### src/rtl/ray_pkg.sv
// Shared types and widths for the ray/sphere shading stage.
// No logic of its own; latency n/a.
// No handshakes here; flow control lives in the modules that import it.
package ray_pkg;

    localparam int DIR_W   = 16;          // usable signed width of a direction component
    localparam int COORD_W = 11;          // camera / sphere coordinate width (unsigned)
    localparam int DIM_W   = 13;          // frame dimension / pixel coordinate width
    localparam int ACC_W   = 64;          // multiplier product and accumulator width
    localparam int OC_W    = COORD_W + 1; // signed camera-minus-centre offset width
    // The ray length term a can reach 3*2^30, one bit beyond a signed 32-bit
    // value, so multiplier operands carry one extra bit to keep a*c exact.
    localparam int OP_W    = 33;

    localparam logic [3:0] LAST_STEP = 4'd10;

    typedef enum logic [1:0] {
        IDLE,
        CALC,
        RESOLVE,
        OUT
    } shader_state_t;

endpackage

### src/rtl/ray_mac.sv
// Signed multiplier with a 64-bit accumulator (clear / add / subtract).
// Product is combinational; accumulator updates on the next clk edge.
// No backpressure: the controlling FSM issues at most one operation per cycle.
module ray_mac
    import ray_pkg::*;
(
    input  logic                    clk,
    input  logic                    reset_n,
    input  logic                    clr,
    input  logic                    add,
    input  logic                    sub,
    input  logic signed [OP_W-1:0]  op_a,
    input  logic signed [OP_W-1:0]  op_b,
    output logic signed [ACC_W-1:0] acc,
    output logic signed [ACC_W-1:0] prod
);

    logic signed [ACC_W-1:0] acc_d;

    // Operands are sign-extended to the accumulator width; the low 64 bits are exact.
    assign prod = ACC_W'(op_a) * ACC_W'(op_b);

    // Next accumulator value: optional clear, then add or subtract the product.
    always_comb begin
        acc_d = clr ? '0 : acc;
        if (add) begin
            acc_d = acc_d + prod;
        end else if (sub) begin
            acc_d = acc_d - prod;
        end
    end

    // Accumulator register, held when no operation is requested.
    always_ff @(posedge clk or negedge reset_n) begin
        if (!reset_n) begin
            acc <= '0;
        end else if (clr || add || sub) begin
            acc <= acc_d;
        end
    end

endmodule

### src/rtl/ray_sphere_shader.sv
// Resolves one ray against one sphere on a shared multiplier and emits a shaded, tagged pixel.
// Latency: pix_valid 12 edges after accept (1 edge for an out-of-range ray).
// One ray in flight; in_ready only in IDLE; pix_* held until pix_ready.
module ray_sphere_shader
    import ray_pkg::*;
#(
    parameter logic [7:0] HIT_COLOR  = 8'hFF,
    parameter logic [7:0] MISS_COLOR = 8'h20,
    parameter int         DIR_W      = ray_pkg::DIR_W
) (
    input  logic               clk,
    input  logic               reset_n,
    input  logic               in_valid,
    output logic               in_ready,
    input  logic [31:0]        ray_dir_x,
    input  logic [31:0]        ray_dir_y,
    input  logic [31:0]        ray_dir_z,
    input  logic [COORD_W-1:0] camera_pos_x,
    input  logic [COORD_W-1:0] camera_pos_y,
    input  logic [COORD_W-1:0] camera_pos_z,
    input  logic [COORD_W-1:0] sphere_x,
    input  logic [COORD_W-1:0] sphere_y,
    input  logic [COORD_W-1:0] sphere_z,
    input  logic [COORD_W-1:0] sphere_r,
    input  logic [DIM_W-1:0]   image_width,
    input  logic [DIM_W-1:0]   image_height,
    output logic               pix_valid,
    input  logic               pix_ready,
    output logic [7:0]         pix_color,
    output logic               pix_hit,
    output logic               pix_oor,
    output logic [DIM_W-1:0]   pix_x,
    output logic [DIM_W-1:0]   pix_y,
    output logic               frame_done
);

    localparam logic signed [31:0] DIR_MAX = (32'sd1 <<< (DIR_W - 1)) - 32'sd1;
    localparam logic signed [31:0] DIR_MIN = -(32'sd1 <<< (DIR_W - 1));

    function automatic logic out_of_range(input logic [31:0] v);
        return ($signed(v) > DIR_MAX) || ($signed(v) < DIR_MIN);
    endfunction

    shader_state_t           state_q, state_d;
    logic [3:0]              step_q;
    logic signed [OP_W-1:0]  dx_q, dy_q, dz_q;
    logic signed [OC_W-1:0]  ocx_q, ocy_q, ocz_q;
    logic [COORD_W-1:0]      r_q;
    logic signed [OP_W-1:0]  a_q, b_q, c_q;
    logic                    accept, ray_oor, hit;
    logic                    mac_clr, mac_add, mac_sub;
    logic signed [OP_W-1:0]  op_a, op_b;
    logic signed [ACC_W-1:0] mac_acc, mac_prod, disc;
    logic [DIM_W-1:0]        x_last, y_last;

    assign in_ready  = reset_n && (state_q == IDLE);
    assign accept    = in_valid && in_ready;
    assign ray_oor   = out_of_range(ray_dir_x) || out_of_range(ray_dir_y) || out_of_range(ray_dir_z);
    assign pix_valid = (state_q == OUT);

    // In RESOLVE the accumulator still holds b*b while the multiplier forms a*c.
    assign disc = mac_acc - mac_prod;
    assign hit  = !disc[ACC_W-1] && (b_q[OP_W-1] || c_q[OP_W-1]) && (a_q != '0);

    // A zero dimension behaves as a dimension of one.
    assign x_last = (image_width  == '0) ? '0 : image_width  - 1'b1;
    assign y_last = (image_height == '0) ? '0 : image_height - 1'b1;

    ray_mac u_mac (
        .clk     (clk),
        .reset_n (reset_n),
        .clr     (mac_clr),
        .add     (mac_add),
        .sub     (mac_sub),
        .op_a    (op_a),
        .op_b    (op_b),
        .acc     (mac_acc),
        .prod    (mac_prod)
    );

    // State register.
    always_ff @(posedge clk or negedge reset_n) begin
        if (!reset_n) begin
            state_q <= IDLE;
        end else begin
            state_q <= state_d;
        end
    end

    // Next state and multiplier sequencing: a in steps 0-2, b in 3-5, c in 6-9, b*b in 10.
    always_comb begin
        state_d = state_q;
        mac_clr = 1'b0;
        mac_add = 1'b0;
        mac_sub = 1'b0;
        op_a    = '0;
        op_b    = '0;
        case (state_q)
            IDLE: begin
                if (accept) begin
                    mac_clr = 1'b1;
                    state_d = ray_oor ? OUT : CALC;
                end
            end
            CALC: begin
                mac_add = 1'b1;
                mac_clr = (step_q == 4'd0) || (step_q == 4'd3) || (step_q == 4'd6) || (step_q == LAST_STEP);
                case (step_q)
                    4'd0:    begin op_a = dx_q;        op_b = dx_q;        end
                    4'd1:    begin op_a = dy_q;        op_b = dy_q;        end
                    4'd2:    begin op_a = dz_q;        op_b = dz_q;        end
                    4'd3:    begin op_a = OP_W'(ocx_q); op_b = dx_q;       end
                    4'd4:    begin op_a = OP_W'(ocy_q); op_b = dy_q;       end
                    4'd5:    begin op_a = OP_W'(ocz_q); op_b = dz_q;       end
                    4'd6:    begin op_a = OP_W'(ocx_q); op_b = OP_W'(ocx_q); end
                    4'd7:    begin op_a = OP_W'(ocy_q); op_b = OP_W'(ocy_q); end
                    4'd8:    begin op_a = OP_W'(ocz_q); op_b = OP_W'(ocz_q); end
                    4'd9:    begin
                        op_a    = OP_W'(r_q);
                        op_b    = OP_W'(r_q);
                        mac_add = 1'b0;
                        mac_sub = 1'b1;
                    end
                    default: begin op_a = b_q;         op_b = b_q;         end
                endcase
                if (step_q == LAST_STEP) begin
                    state_d = RESOLVE;
                end
            end
            RESOLVE: begin
                op_a    = a_q;
                op_b    = c_q;
                state_d = OUT;
            end
            OUT: begin
                if (pix_ready) begin
                    state_d = IDLE;
                end
            end
            default: state_d = IDLE;
        endcase
    end

    // Ray latch, step counter, snapshots of a/b/c, and the shading result.
    always_ff @(posedge clk or negedge reset_n) begin
        if (!reset_n) begin
            step_q    <= '0;
            dx_q      <= '0;
            dy_q      <= '0;
            dz_q      <= '0;
            ocx_q     <= '0;
            ocy_q     <= '0;
            ocz_q     <= '0;
            r_q       <= '0;
            a_q       <= '0;
            b_q       <= '0;
            c_q       <= '0;
            pix_hit   <= 1'b0;
            pix_oor   <= 1'b0;
            pix_color <= '0;
        end else begin
            case (state_q)
                IDLE: begin
                    if (accept) begin
                        step_q    <= '0;
                        dx_q      <= OP_W'($signed(ray_dir_x));
                        dy_q      <= OP_W'($signed(ray_dir_y));
                        dz_q      <= OP_W'($signed(ray_dir_z));
                        ocx_q     <= {1'b0, camera_pos_x} - {1'b0, sphere_x};
                        ocy_q     <= {1'b0, camera_pos_y} - {1'b0, sphere_y};
                        ocz_q     <= {1'b0, camera_pos_z} - {1'b0, sphere_z};
                        r_q       <= sphere_r;
                        pix_oor   <= ray_oor;
                        pix_hit   <= 1'b0;
                        pix_color <= MISS_COLOR;
                    end
                end
                CALC: begin
                    step_q <= step_q + 4'd1;
                    if (step_q == 4'd3) a_q <= mac_acc[OP_W-1:0];
                    if (step_q == 4'd6) b_q <= mac_acc[OP_W-1:0];
                    if (step_q == LAST_STEP) c_q <= mac_acc[OP_W-1:0];
                end
                RESOLVE: begin
                    pix_hit   <= hit;
                    pix_color <= hit ? HIT_COLOR : MISS_COLOR;
                end
                default: ;
            endcase
        end
    end

    // Raster position advances on each pixel handshake; frame_done marks the wrap.
    always_ff @(posedge clk or negedge reset_n) begin
        if (!reset_n) begin
            pix_x      <= '0;
            pix_y      <= '0;
            frame_done <= 1'b0;
        end else begin
            frame_done <= 1'b0;
            if (pix_valid && pix_ready) begin
                if (pix_x >= x_last) begin
                    pix_x <= '0;
                    if (pix_y >= y_last) begin
                        pix_y      <= '0;
                        frame_done <= 1'b1;
                    end else begin
                        pix_y <= pix_y + 1'b1;
                    end
                end else begin
                    pix_x <= pix_x + 1'b1;
                end
            end
        end
    end

endmodule

### config.mk
export PLATFORM = sky130hd
export DESIGN_NAME = ray_sphere_shader
export DESIGN_NICKNAME = d
export VERILOG_FILES = /design/src/rtl/ray_pkg.sv /design/src/rtl/ray_mac.sv /design/src/rtl/ray_sphere_shader.sv
export SDC_FILE = /design/constraint.sdc
export NUM_CORES = 2
export LEC_CHECK = 0
export CAP_MARGIN = 20
export CELL_PAD_IN_SITES_DETAIL_PLACEMENT = 0
export CELL_PAD_IN_SITES_GLOBAL_PLACEMENT = 1
export CORE_AREA = 2 2 408 410
export CTS_CLUSTER_DIAMETER = 60
export DETAILED_ROUTE_END_ITERATION = 8
export DIE_AREA = 0 0 410 412
export PLACE_DENSITY_LB_ADDON = 0.1
export RECOVER_POWER = 100
export SLEW_MARGIN = 10
export SYNTH_ARGS = -nofsm -noshare
export SYNTH_HDL_FRONTEND = slang
export SYNTH_SLANG_ARGS = --single-unit
export TNS_END_PERCENT = 10
### constraint.sdc
create_clock -name clk -period 15.5 [get_ports clk]
set_clock_uncertainty 0.15 [all_clocks]
set_input_delay 2.325 -clock clk [delete_from_list [all_inputs] [get_ports clk]]
set_output_delay 2.325 -clock clk [all_outputs]
set_load 0.1 [all_outputs]
==> Word level (Yosys, flattened, before mapping) <==
Cells that the tools add are included.
{ "totals": {"regBits": 349, "word_cells": 125, "input_bits": 203, "output_inout_bits": 39} }
{ "op_classes": {"add_sub_neg": 11, "eq_ne": 16, "order_cmp": 8, "reduce_logical": 38, "muxes": 32, "n_mul": 1} }
{ "ops": {"columns": ["op", "n"], "rows": [
  ["one-hot mux 33 bit (7 select lines)", 2],
  ["2-to-1 mux 64 bit", 3],
  ["one-hot mux 33 bit (2 select lines)", 2],
  ["subtractor 64 bit", 2],
  ["> comparator 32 x 16 -> 1 bit, second input constant", 3],
  ["less-than comparator 32 x 16 -> 1 bit, second input constant", 3],
  ["adder 64 bit", 1],
  ["multiplier 33 x 33 -> 64 bit", 1],
  ["2-to-1 mux 13 bit", 4],
  ["subtractor 11 x 11 -> 12 bit", 3],
  ["nonzero test 33 bit", 1],
  ["adder 13 x 1 -> 13 bit, second input constant", 2],
  [">= comparator 13 bit", 2],
  ["logical NOT 13 bit", 2],
  ["subtractor 13 x 1 -> 13 bit, second input constant", 2],
  ["== test 4 x 3 -> 1 bit, second input constant", 4],
  ["2-to-1 mux 8 bit", 2],
  ["one-hot mux 8 bit (2 select lines)", 1],
  ["AND reduction 2 bit", 7],
  ["== test 4 bit, second input constant", 3],
  ["OR reduction 2 bit", 6],
  ["logical OR 1 bit", 11],
  ["2-to-1 mux 1 bit", 9],
  ["== test 4 x 2 -> 1 bit, second input constant", 2],
  ["17 further kinds", 28]
]} }

==> Depth between registers and ports, before layout <==
{ "depth": {"depth_word": 11, "mapped_depth": 54, "mapped_depth_nobuf": 50} }

==> Cells and area by module <==
A second synthesis with hierarchy kept.
{ "unflattened": {"cells_unflattened": 7593, "hier_area_um2": 66307.3} }
{ "by_module_without_submodules": {"columns": ["mod", "cells_each", "n_inst", "seq_area_each_um2", "area_each_um2"], "rows": [
  ["ray_mac", 5548, 1, 1601.5, 48330.1],
  ["ray_sphere_shader", 2045, 1, 6956.7, 17977.2]
]} }

==> Least setup slack after synthesis <==
Ideal clock, no wire load.
{ "synth_timing": {"path_type": "reg2reg", "from": "register step_q[0]", "to": "register u_mac.acc[53]", "required_time_ns": 15.281, "path_stages_with_launch": 51, "setup_slack_ns": 3.813, "arrival_ns": 11.468, "setup_ns": 0.069, "period_less_slack_ns": 11.687, "path_buffers": 6, "cell_sequence": "dfrtp_1 inv_1 ha_1 buf_2 nor4_1 a21o_1 buf_2 a21oi_1 nand3_1 a221oi_1 o21ai_1 and2_0 clkbuf_1 clkbuf_1 nand2_1 fa_1 fa_1 inv_1 [15 not listed] o211ai_1 a21oi_1 o21bai_1 a21oi_1 nor2_1 a221o_1 a21oi_1 xnor2_1 ha_1 clkbuf_1 nor4_1 and2_1 o311ai_2 o21bai_2 a21o_1 a211oi_1 or4_1 nand3_1"} }
{ "synth_via": {"elab_chain_cells": 9, "elab_cells_between_ends": 37, "cone_classes": "add/sub (2); mul (1); eq/ne (10); mux (12); reduce/logical (12)"} }
{ "synth_lines": {"columns": ["item", "line_no", "text"], "rows": [
  ["start: declaration", "ray_sphere_shader.sv:45", "logic [3:0] step_q;"],
  ["start signal: assignment", "ray_sphere_shader.sv:179", "step_q <= step_q + 4'd1;"],
  ["branches (longest 9 deep; another with multiplier 33 x 33 -> 64 bit)", null, null],
  ["end signal: assignment", "ray_mac.sv:36", "acc <= '0;"],
  ["end signal: assignment", "ray_mac.sv:38", "acc <= acc_d;"],
  ["end: declaration", "ray_mac.sv:14", "output logic signed [ACC_W-1:0] acc,"]
]} }
Parallel ways; which one is timed is not known.
A chain may end at the register's enable or synchronous reset.

==> Worst setup path in the final report <==
{ "layout_timing": {"from": "register step_q[3]", "to": "register u_mac.acc[62]"} }
The elaborated chain is that of the path after synthesis.

==> results.txt <==
During synthesis, Yosys emitted a total of 0 warnings. The worst setup path is of the flop to flop kind. In this design, the stage delay of the slowest critical-path cell is 0.79 ns. Using the TritonRoute via totals, the vias-per-cell ratio works out to roughly 5.5. The overall die height came out at 412 µm.

The die boundary width is slightly above 400 µm. The worst hold path depth came out at 1. The dominant synthesized flop cell is sky130_fd_sc_hd__dfrtp_1. The combined global-route utilization of all metal layers is 0.312. The number of setup violations in the final report is 0. The total negative slack for setup checks is 0 ns. The number of enable-type register cells in the synthesized netlist came out at 0. The count of antenna-violating nets left after detailed routing came out at 0.

STA classifies the critical path endpoint as a flop. STA puts the critical path data arrival time at 15.15 ns. By area the synthesized netlist is led by sky130_fd_sc_hd__fa_1, sky130_fd_sc_hd__dfrtp_1, sky130_fd_sc_hd__ha_1.

Timing would allow up to a little under 70 MHz. The count of buffers from port buffering is between 200 and 250. The number of nets in the synthesized netlist came out at 9,431.

The top fanout value on the critical path is 21. The sum of overflow across all layers after global routing is 0. The detailed-route wire length is about 260,000 µm. The number of register bits inferred by synthesis came out at between 300 and 400. The number of cells on the worst reg-to-reg path is 43. The final reports fail on max-capacitance violations, max-slew violations. The area of the placeable core came out at ~160,000 µm².

The number of detailed-routing iterations run before antenna repair is 8. The floorplan step defined a die boundary enclosing between 150,000 and 200,000 µm². TritonCTS built the clock tree. The total power density per cell area is about 240 nW/µm². The final hold violation count came out at 0. The largest individual stage delay along the critical path comes from the cell sky130_fd_sc_hd__dfrtp_1.

Leaving out fill and tap cells, the most frequent cell in the layout is sky130_fd_sc_hd__nand2_1. The number of clock sinks is around 340. The maximum number of pins on one net before global-route repair is 145. After layout, the worst setup slack is roughly 0.74 ns. The count of standard-cell rows came out at approximately 150. At the later pin of the worst-skew pair, clock insertion delay measures about 0.7 ns. The path class of the tightest hold or removal check is flop to flop. The maximum vdd ir drop is about 0.32 mV. The number of gates given a new drive strength after cts came out at 0. The final layout contains about 9.5k nets. Once layout is complete, the utilization of the core stands at 0.439. The final cycle utilization of the critical path came out at 0.952. The root buffer cell chosen for the clock tree is sky130_fd_sc_hd__clkbuf_16. The detailed placement HPWL came out at between 200,000 and 250,000 µm.

The largest buffer count on any clock path is 3. The number of DRC violations after detailed-routing iteration 0 came out at around 4.6k. STA puts the critical path data required time at ~16 ns. The proportion of register bits with asynchronous set or reset after synthesis is 1.00. The wire length of the first global-routing pass is slightly below 400,000 µm. Compared with the post-synthesis result, the final layout area differs by 10.4%.

In the layout the commonest cells are sky130_fd_sc_hd__nand2_1, sky130_fd_sc_hd__inv_1, sky130_fd_sc_hd__fa_1, sky130_fd_sc_hd__nor2_1, sky130_fd_sc_hd__ha_1. The area share of the largest cell type after synthesis came out at 0.346. The worst pin sits at a relative slew slack of -4.17. The post-synthesis cell count came out at 7,623.

The slew at the pin closest to its max-slew limit is 7.76 ns. The number of antenna violations at the first check in global routing came out at 12. The instance count on the critical path is 43. The buffer and inverter count on the worst path came out at 8. The number of distinct library cell variants in the gate-level netlist after synthesis came out at about 110.

Total power for the finished layout comes to around 17 mW. The max-capacitance violation count is 11. After detailed routing, the average wire length per cell comes to ~26 µm.

The number of buffers inserted by hold repair at cts is 0. The post-CTS setup buffer count is 0. For this run, design rule violations remaining after detail routing come to 0. The proportion of layout cells with a drive suffix above 1 came out at 0.0553.

After layout, the minimum clock period comes to 14.76 ns. The global placer's final weighted congestion came out at a little under 1. The number of buffers inserted during clock tree synthesis came out at 54. Setup repair after global routing left no endpoint under its margin. The average cell area after synthesis is 8.57 µm².

Of all cell types, the one taking the most synthesized area is sky130_fd_sc_hd__fa_1. The pre-CTS worst setup slack is 0.994 ns. The run finished, with violations left. The proportion of synthesized chip area in sequential cells is 0.131.

The CTS clock-pin slew for the worst setup and hold paths is 0.06 ns. The H-tree level count came out at 2. The number of primary I/O pins came out at 242.

The worst setup path is launched from a flop. The reported leakage power came out at between 30 and 40 nW. The cell seen most often among critical-path stages is sky130_fd_sc_hd__fa_1.

The via count of the first global-routing pass came to 56.8k. The cell area that synthesis handed to floorplanning was 65,300 µm². For this configuration, the core starts out at a cell density of 0.398. The final max-slew violation count came to roughly 710. The number of vias in the routed layout is approximately 55k. The cell family contributing the most delay on the critical path is compound AO/OA/AOI/OAI gates.
-- Yosys cell counts, types with 62 or more instances --
master                     instances
sky130_fd_sc_hd__a21o_1          142
sky130_fd_sc_hd__a21oi_1         306
sky130_fd_sc_hd__and2_1          142
sky130_fd_sc_hd__clkbuf_1        321
sky130_fd_sc_hd__dfrtp_1         342
sky130_fd_sc_hd__fa_1           1130
sky130_fd_sc_hd__ha_1            475
sky130_fd_sc_hd__inv_1          1313
sky130_fd_sc_hd__mux2_2           99
sky130_fd_sc_hd__nand2_1        1322
sky130_fd_sc_hd__nand3_1          86
sky130_fd_sc_hd__nor2_1          546
sky130_fd_sc_hd__o21ai_0         228
sky130_fd_sc_hd__xnor2_1         123
sky130_fd_sc_hd__xor2_1           62
-- per-layer routing --
metal | GRT usage | part of all wire | vias up
met5 | 0 | 0.00018 | -
met4 | 0.0918 | 0.034 | 8
met3 | 0.0568 | 0.079 | 321
met2 | 0.480 | 0.44 | 1936
met1 | 0.446 | 0.45 | 28300
li1 | - | - | 24200
-- layout make-up --
class,count,area [µm²]
fillers,16400,92100
multi-input cells,5578,50400
flip-flops and latches,342,8560
inverters,1314,4930
repair buffers,394,3600
well taps,2189,2740
clock buffers,61,1410
clock inverters,38,510
diodes,4,10.0
-- cell families after synthesis --
group                      synth area share
xor gates and xnor gates             0.0256
adders and majority gates             0.437
AOI/OAI and AO/OA                     0.121
DFF                                   0.131
and+or+nand+nor                       0.166
muxes                                0.0191
buffers and inverters                0.0998
-- metrics by stage --
| stage | area (µm²) | std cells | hold slack [ns] |
|---|---|---|---|
| floorplan | 65300 | 7623 | 0.296 |
| global placement | 70200 | 9810 | 0.316 |
| detailed placement | 70300 | 9814 | 0.318 |
| CTS | 72200 | 9913 | 0.337 |
| global route | 72100 | 9916 | 0.360 |
| finish | 72100 | 9920 | 0.323 |
-- path summary, 6_finish.rpt --
check | from | end | slack [ns]
setup reg to reg | step_q[3] | u_mac.acc[62] | 0.74
max in group asynchronous | reset_n | pix_y[7] | 2.65
hold reg to reg | pix_color[5] | pix_color[5] | 0.32
hold / removal | pix_color[5] | pix_color[5] | 0.32
setup / recovery | step_q[3] | u_mac.acc[62] | 0.74
min in group asynchronous | reset_n | ocz_q[3] | 3.18
-- sequential cells by signal, indices dropped and copies added, names as in the netlist --
name        flops
dx_q           32
ocx_q          12
pix_x          13
pix_color       2
frame_done      1
a_q            33
ocz_q          12
dy_q           32
u_mac.acc      64
dz_q           32
b_q            33
pix_oor         1
state_q         2
step_q          4
pix_y          13
ocy_q          12
r_q            11
c_q            33
-- power by group --
part           switching (mW)  internal, mW
clock                   0.541         0.775
combinational            9.71          4.54
sequential              0.473          1.20
No activity file was read; power rests on OpenSTA's default activity.
